**config.mk**
```make
export PLATFORM = sky130hd
export DESIGN_NAME = edge_evt_arb
export DESIGN_NICKNAME = d
export VERILOG_FILES = /design/src/rtl/edge_evt_pkg.sv /design/src/rtl/edge_evt_ch.sv /design/src/rtl/edge_evt_arb.sv
export SDC_FILE = /design/constraint.sdc
export NUM_CORES = 1
export LEC_CHECK = 0
export CAP_MARGIN = 20
export CORE_AREA = 5 5 54 56
export CTS_CLUSTER_DIAMETER = 40
export CTS_CLUSTER_SIZE = 40
export DETAILED_ROUTE_END_ITERATION = 12
export DIE_AREA = 0 0 59 61
export GPL_TIMING_DRIVEN = 0
export PLACE_DENSITY = 0.73
export SKIP_CTS_REPAIR_TIMING = 1
export SYNTH_ARGS = -nofsm -noshare
export SYNTH_HDL_FRONTEND = slang
export SYNTH_SLANG_ARGS = --single-unit
```
**constraint.sdc**
```tcl
create_clock -name clk -period 3.54 [get_ports clk]
set_input_delay 1.062 -clock clk [delete_from_list [all_inputs] [get_ports clk]]
set_output_delay 1.062 -clock clk [all_outputs]
set_load 0.01 [all_outputs]
```
**src/rtl/edge_evt_pkg.sv**
```systemverilog
// rtl/edge_evt_pkg.sv - shared types, defaults and round-robin search for edge_evt_arb
package edge_evt_pkg;

    typedef enum logic {
        IDLE  = 1'b0,
        VALID = 1'b1
    } state_t;

    localparam int DEF_N_CH   = 4;
    localparam int DEF_PEND_W = 2;

    // Search width is fixed so one function serves every channel count up to MAX_CH.
    localparam int MAX_CH = 32;
    localparam int IDX_W  = 5;

    // First requesting index at or after ptr, wrapping at n; 0 when nothing requests.
    function automatic logic [IDX_W-1:0] rr_search(
        input logic [MAX_CH-1:0] req,
        input int                n,
        input logic [IDX_W-1:0]  ptr
    );
        logic [IDX_W-1:0] win;
        int               idx;
        win = '0;
        // Walk the window backwards so the earliest position in search order wins.
        for (int k = MAX_CH - 1; k >= 0; k--) begin
            if (k < n) begin
                idx = int'(ptr) + k;
                if (idx >= n) begin
                    idx = idx - n;
                end
                if (req[idx[IDX_W-1:0]]) begin
                    win = idx[IDX_W-1:0];
                end
            end
        end
        return win;
    endfunction

endpackage

```
**src/rtl/edge_evt_ch.sv**
```systemverilog
// rtl/edge_evt_ch.sv - one channel: edge detector, saturating pending counter, overflow pulse (EDGE_BOTH_EN)
module edge_evt_ch #(
    parameter int PEND_W = 2
) (
    input  logic clk,
    input  logic rst,
    input  logic level,
    input  logic grant,
    output logic pending,
    output logic ovf
);

    localparam logic [PEND_W-1:0] CNT_MAX = {PEND_W{1'b1}};

    logic              prev;
    logic              edge_det;
    logic [PEND_W-1:0] cnt;

    // prev follows level even in reset so a level already high is not seen as an edge.
    always_ff @(posedge clk) begin
        prev <= level;
    end

`ifdef EDGE_BOTH_EN
    assign edge_det = level ^ prev;
`else
    assign edge_det = level & ~prev;
`endif

    always_ff @(posedge clk) begin
        if (rst) begin
            cnt <= '0;
            ovf <= 1'b0;
        end else begin
            ovf <= 1'b0;
            case ({edge_det, grant})
                2'b10: begin
                    if (cnt == CNT_MAX) begin
                        ovf <= 1'b1;
                    end else begin
                        cnt <= cnt + 1'b1;
                    end
                end
                2'b01:   cnt <= cnt - 1'b1;
                default: cnt <= cnt;
            endcase
        end
    end

    assign pending = |cnt;

endmodule

```
**src/rtl/edge_evt_arb.sv**
```systemverilog
// rtl/edge_evt_arb.sv - multi-channel edge-event scheduler with round-robin output (EDGE_BOTH_EN)
module edge_evt_arb
    import edge_evt_pkg::*;
#(
    parameter int N_CH   = DEF_N_CH,
    parameter int PEND_W = DEF_PEND_W,
    parameter int ID_W   = $clog2(N_CH)
) (
    input  logic            clk,
    input  logic            rst,
    input  logic [N_CH-1:0] level,
    output logic            evt_valid,
    output logic [ID_W-1:0] evt_id,
    input  logic            evt_ready,
    output logic [N_CH-1:0] ovf
);

    state_t            state;
    state_t            state_nxt;
    logic [N_CH-1:0]   nonzero;
    logic [N_CH-1:0]   grant;
    logic [MAX_CH-1:0] req_pad;
    logic [IDX_W-1:0]  win_full;
    logic [IDX_W-1:0]  win_inc;
    logic [ID_W-1:0]   win_id;
    logic [ID_W-1:0]   rr_ptr;
    logic [ID_W-1:0]   rr_nxt;
    logic              any_pend;
    logic              load;

    for (genvar i = 0; i < N_CH; i++) begin : g_ch
        edge_evt_ch #(
            .PEND_W(PEND_W)
        ) u_ch (
            .clk     (clk),
            .rst     (rst),
            .level   (level[i]),
            .grant   (grant[i]),
            .pending (nonzero[i]),
            .ovf     (ovf[i])
        );
    end

    always_comb begin
        req_pad = '0;
        req_pad[N_CH-1:0] = nonzero;
    end

    assign any_pend = |nonzero;
    assign win_full = rr_search(req_pad, N_CH, IDX_W'(rr_ptr));
    assign win_id   = win_full[ID_W-1:0];
    assign win_inc  = win_full + 1'b1;
    assign rr_nxt   = (win_full == IDX_W'(N_CH - 1)) ? '0 : win_inc[ID_W-1:0];

    always_comb begin
        state_nxt = state;
        load      = 1'b0;
        case (state)
            IDLE: begin
                if (any_pend) begin
                    load      = 1'b1;
                    state_nxt = VALID;
                end
            end
            VALID: begin
                if (evt_ready) begin
                    if (any_pend) begin
                        load = 1'b1;
                    end else begin
                        state_nxt = IDLE;
                    end
                end
            end
            default: state_nxt = IDLE;
        endcase
    end

    // Loading an event is the grant: the winner's counter gives up one entry this cycle.
    always_comb begin
        grant = '0;
        if (load) begin
            grant[win_id] = 1'b1;
        end
    end

    always_ff @(posedge clk) begin
        if (rst) begin
            state  <= IDLE;
            evt_id <= '0;
            rr_ptr <= '0;
        end else begin
            state <= state_nxt;
            if (load) begin
                evt_id <= win_id;
                rr_ptr <= rr_nxt;
            end
        end
    end

    assign evt_valid = (state == VALID);

endmodule

```
# == Word level (Yosys, flattened, before mapping) ==
# Index checks and enable logic that the tools add are counted.
# classes
shifts,0
eq_ne,17
n_mux,37
multipliers,0
bitwise_logic,13
n_addsub,16
order_cmp,10
n_reduce_logical,18
div_mod_pow,0
# ops
op,n
$mux 5,8
$lt 5x6->1 const B,4
$bmux 1 s5,4
$eq 2x2->1 const B,8
$pmux 2 s2,4
$reduce_or 2->1,8
$mux 1,12
$sub 3x3->4 const B,3
$add 2x1->2 const B,5
$mux 2,5
$ge 3x3->1 const B,3
$not 1->1,9
$eq 2x1->1 const B,4
$ne 2x2->1 const B,4
$reduce_and 2->1,4
$reduce_bool 2->1,4
$reduce_or 8->1,1
$sub 2x1->2 const B,4
$add 2x2->3 const B,2
$eq 5x2->1 const B,1
$and 1x1->1,4
$mux 4,1
$pmux 1 s2,2
$sub 2x3->4 const B,1
6 further kinds,6
# totals
wordCells,126
mem_bits_ro,0
ramBits,0
latch_bits,0
register_bits,21
in_bits,7
mem_count,0
out_inout_bits,7

# == Depth between registers and ports, before layout ==
# Gate-level depths: netlist of run 1.
# depth
ltp_word,17
mapped_depth,12

# == Hierarchy ==
# From an unflattened synthesis of run 1, not the netlist that was laid out.
# unflattened
hier_cells,131
area_unflattened_um2,1255.0
# modules_own_cells
mod,cells_per_inst,n_inst,area_each_um2
edge_evt_ch,18,4,173.9
edge_evt_arb,59,1,559.3

# == Worst setup path after synthesis of run 1 ==
# Ideal clock, no wire load.
# synth_timing
path_type,register to register
startpoint,register rr_ptr[0]
endpoint,register g_ch[3].u_ch.cnt[0]
t_arrival_ns,2.742
slack_ns,0.666
stages_incl_launch_ff,13
required_ns,3.408
path_cell_list,dfxtp_1 -> buf_2 -> inv_1 -> ha_1 -> inv_1 -> mux4_2 -> o311a_4 -> nor3_1 -> a21oi_1 -> ha_1 -> a21o_1 -> o211ai_1 -> a21oi_1
# synth_between
elab_chain_len,17
# synth_rtl
element,line_no,text
from (decl),edge_evt_arb.sv:26,logic [ID_W-1:0] rr_ptr;
from (signal assigned),edge_evt_arb.sv:95,rr_ptr <= rr_nxt;
$add 2x2->3,edge_evt_pkg.sv:28,idx = int'(ptr) + k;
$sub 3x3->4 / $ge 3x3->1 (equally long branches),"edge_evt_pkg.sv:30, edge_evt_pkg.sv:29",
$mux 5,edge_evt_pkg.sv:29,if (idx >= n) begin
$bmux 1 s5,edge_evt_pkg.sv:32,if (req[idx[IDX_W-1:0]]) begin
$mux 1 (implied by the code),edge_evt_pkg.sv:32,
$mux 5 (3 in series),edge_evt_pkg.sv:32,
$mux 5 (*),edge_evt_pkg.sv:32,
named net win_full[0],edge_evt_arb.sv:23,logic [IDX_W-1:0] win_full;
$lt 2x3->1 (implied by the code) / $ge 2x1->1 (equally long branches),edge_evt_arb.sv:82,grant[win_id] = 1'b1;
$logic_and 1x1->1 (implied by the code),edge_evt_arb.sv:82,
$mux 1 (implied by the code),edge_evt_arb.sv:82,
$demux 1 s2 (*),edge_evt_arb.sv:82,
$mux 4 (*),edge_evt_arb.sv:81,if (load) begin
$eq 2x2->1 / $eq 2x1->1 (equally long branches),edge_evt_ch.sv:36,"case ({edge_det, grant})"
$ne 2x2->1 (no line) / $reduce_bool 2->1 (equally long branches),--,
$reduce_and 2->1 (no line),--,
to (signal assigned),edge_evt_ch.sv:41,cnt <= cnt + 1'b1;
to (signal assigned),edge_evt_ch.sv:44,2'b01: cnt <= cnt - 1'b1;
to (signal assigned),edge_evt_ch.sv:45,default: cnt <= cnt;
to (decl),edge_evt_ch.sv:17,logic [PEND_W-1:0] cnt;
# Mark *: on every way through the listed nets, which the timed path passes. The rest lies on a longest branch. The select of a mux whose other input is x is not followed.
# A chain may end at the register's enable or synchronous reset.

# == Worst setup path in the final report of run 1 ==
# layout_timing
startpoint,register rr_ptr[0]
endpoint,register g_ch[3].u_ch.cnt[1]
# The elaborated chain is that of the path after synthesis.

==> results of run 1 <==
==> cell usage in the layout, fill, tap and decap left out, types with 2 or more instances in the layout <==
master	count
buf_2	2
nor2b_1	2
nand3_1	5
a21o_1	9
o211ai_1	5
mux2i_1	4
clkbuf_1	2
mux4_2	2
clkbuf_4	3
nor3_1	10
ha_1	9
nand2_1	6
nor2_2	3
buf_4	5
o21ai_0	6
inv_1	5
clkdlybuf4s50_1	12
nor2_1	7
nand2b_1	5
nor4_1	2
a21oi_1	18
dfxtp_1	21
==> flip-flops by register name, summed over array words and instances (netlist names) <==
name,count
g_ch.u_ch.cnt,8
g_ch.u_ch.ovf,4
g_ch.u_ch.prev,4
evt_id,2
rr_ptr,2
evt_valid,1
==> per-stage QoR <==
stage | utilization, % | hold WS, ns | setup WS, ns | instance area, µm²
after floorplan | - | 0.450 | 0.666 | 1250
after global placement | 59.0 | 0.459 | 0.357 | 1410
after detailed placement | 59.0 | 0.489 | 0.285 | 1410
after CTS | 60.1 | 0.500 | 0.251 | 1430
after global routing | 60.1 | 0.529 | 0.00136 | 1430
final | 60.1 | 0.504 | 0.246 | 1430
==> worst min-delay path: cells and delay by family (launching register included) <==
family	cells	cell delay, ns
and+or+nand+nor	2	0.11
DFF	1	0.36
==> per-layer routing <==
metal,wire (µm),track usage [%],up-vias
li1,-,-,551
met4,57,7.77,0
met2,1270,28.4,27
met5,0,0,-
met1,1200,20.0,522
met3,94,2.55,8
==> cell families after synthesis <==
| logic type | Yosys count |
|---|---|
| flip-flops | 21 |
| multiplexers | 6 |
| adder cells (fa/ha/maj) | 9 |
| AO/OA/AOI/OAI | 49 |
| buffers and inverters | 14 |
| AND/OR/NAND/NOR | 42 |
==> where the power goes <==
group | switching [mW] | internal (mW) | leakage, nW
Sequential | 0.0652 | 0.292 | 0.173
Combinational | 0.505 | 0.390 | 0.389
Clock | 0.0750 | 0.0440 | 0.0150
Total | 0.645 | 0.726 | 0.577
==> area by class of cell <==
cell class	instances	area (µm²)
inverter	5	18.8
multi-input combinational	106	754
tap	30	37.5
fill	231	953
clock buffer	4	26.3
buffer	9	56.3
sequential	21	420
timing repair buffer	12	120
==> worst paths after layout <==
kind | start | endpoint | cells past startpoint
max | rr_ptr[0] | g_ch[3].u_ch.cnt[1] | 12
min | g_ch[1].u_ch.cnt[1] | g_ch[1].u_ch.ovf | 2
max reg2reg | rr_ptr[0] | g_ch[3].u_ch.cnt[1] | 12
min reg2reg | g_ch[1].u_ch.cnt[1] | g_ch[1].u_ch.ovf | 2
==> impl_metrics.ini, run 1 <==
[run_status]
outcome = complete, no violations

[final_layout]
antenna_cells = 0
nets = 174
layout.cells.non_filler = 187
areaGrowthSynthToFinish_pct = 14.7
drive_gt1_share_pct = 12.7

[clock_network]
cts_max_level = 1
insertion_delay_ns = 0.30
cts_buffer_depth = 2
clk_pin_slew_worst_paths_ns = 0.12
cts-root-buf = clkbuf_4
cts_tree = yes
cts.sinks = 21
numCtsBuffers = 3

[worst_setup_path]
slowest_delay_ns = 0.46
worst-path-max-fanout = 10
worstPathArrival_ns = 3.48
crit_buf_inv = 3
slowest_stage = dfxtp_1
path_class = flip-flop to flip-flop
required_ns = 3.73
worstSetupStartpointType = flip-flop
cp_top_family = adder cells
crit_chain = buf_2, inv_1, ha_1, inv_1, mux4_2, o311a_4, nor3_1, a21oi_1, ha_1, nand3_1, mux2i_1, a21oi_1
r2r_setup_slack_ns = 0.25
crit_path_end_kind = flip-flop

[yosys]
ys_seq_elements = 21
synthTopCellsByCount = dfxtp_1 (21), a21oi_1 (18), nor3_1 (10)
synth_fa_ha_area_share_pct = 9.01
syn_area_mm2 = 0.00125
ys_warn_count = 0
syn_inst = 141
synthDistinctLibCells = 34
synthXorXnorAreaFrac_pct = 0
synth_fp_nets = 157
synthArstFlopShare_pct = 0
synth.most_common_cell = dfxtp_1
ys_seq_area_share_pct = 33.6
synth_compound_area_share_pct = 27.6
synth_edf_count = 0
muxShareOfSynthArea_pct = 6.81
synth_simple_gate_area_share_pct = 16.9
synth_top_area_share_pct = 33.6
syn_area_per_cell_um2 = 8.86
synth.area.top_cells = dfxtp_1 (34%), ha_1 (9.0%), a21oi_1 (7.2%)
synth-main-ff-cell = dfxtp_1
synth_top_family_by_area = compound AO/OA/AOI/OAI gates
yosysTopAreaCell = dfxtp_1

[floorplan]
dieHeight_um = 61
core_mm2 = 0.00239
dieArea_mm2 = 0.00360
start_util_pct = 52.4
io_pins = 14
die_w_um = 59
placementRows = 18

[timing]
rsz0062_at_grt = false
finalCritPeriodShare_pct = 93.0
fin_crit_ns = 3.29
maxSlewHeadroom_pct = 61.1
finalSetupViolations = 0
hold_viol = 0
worstMarginPinSlew_ns = 0.568
finalSetupTns_ns = 0
fmax_ghz = 0.304
drv_slew = 0
fin_skew_ns = 0.00112

[route]
routed_wl_um = 2620
drt_pass1_iterations = 5
drc = 0
post_drt_wl_per_cell_um = 14.0
viasPerCell = 5.93
num_vias = 1108
antenna_left = 0
drt-initial-drc-count = 33

[placement]
portBuffers = 12
routabilityCongestion = 0.860
dp_hpwl_um = 2000
place_inst = 183

[global_route]
antenna_found_initial = 0
grt_max_degree = 12
grt_pass1_vias = 1075
grt_pass1_wl_um = 4510
grt.total_usage_pct = 16.4
grt_overflow = 0

[power_and_ir_drop]
pwr_density_cell_mw_per_mm2 = 957
power.leakage_nw = 0.577
p_total_mw = 1.37
ir_worst_vdd_v = 0.000641

[job]
max-cap-violations = 0

[min_path]
hold_path.class = flip-flop to flip-flop
No activity file was read; power rests on OpenSTA's default activity.
==> run 2, diff against run 1 <==
--- a/config.mk
+++ b/config.mk
@@ -5,7 +5,7 @@
 export SDC_FILE = /design/constraint.sdc
 export NUM_CORES = 1
 export LEC_CHECK = 0
-export CAP_MARGIN = 20
+export CAP_MARGIN = 40
 export CORE_AREA = 5 5 54 56
 export CTS_CLUSTER_DIAMETER = 40
 export CTS_CLUSTER_SIZE = 40
==> results of run 2 <==
Same layout as run 1: the final DEF is identical, and so are final timing and power.
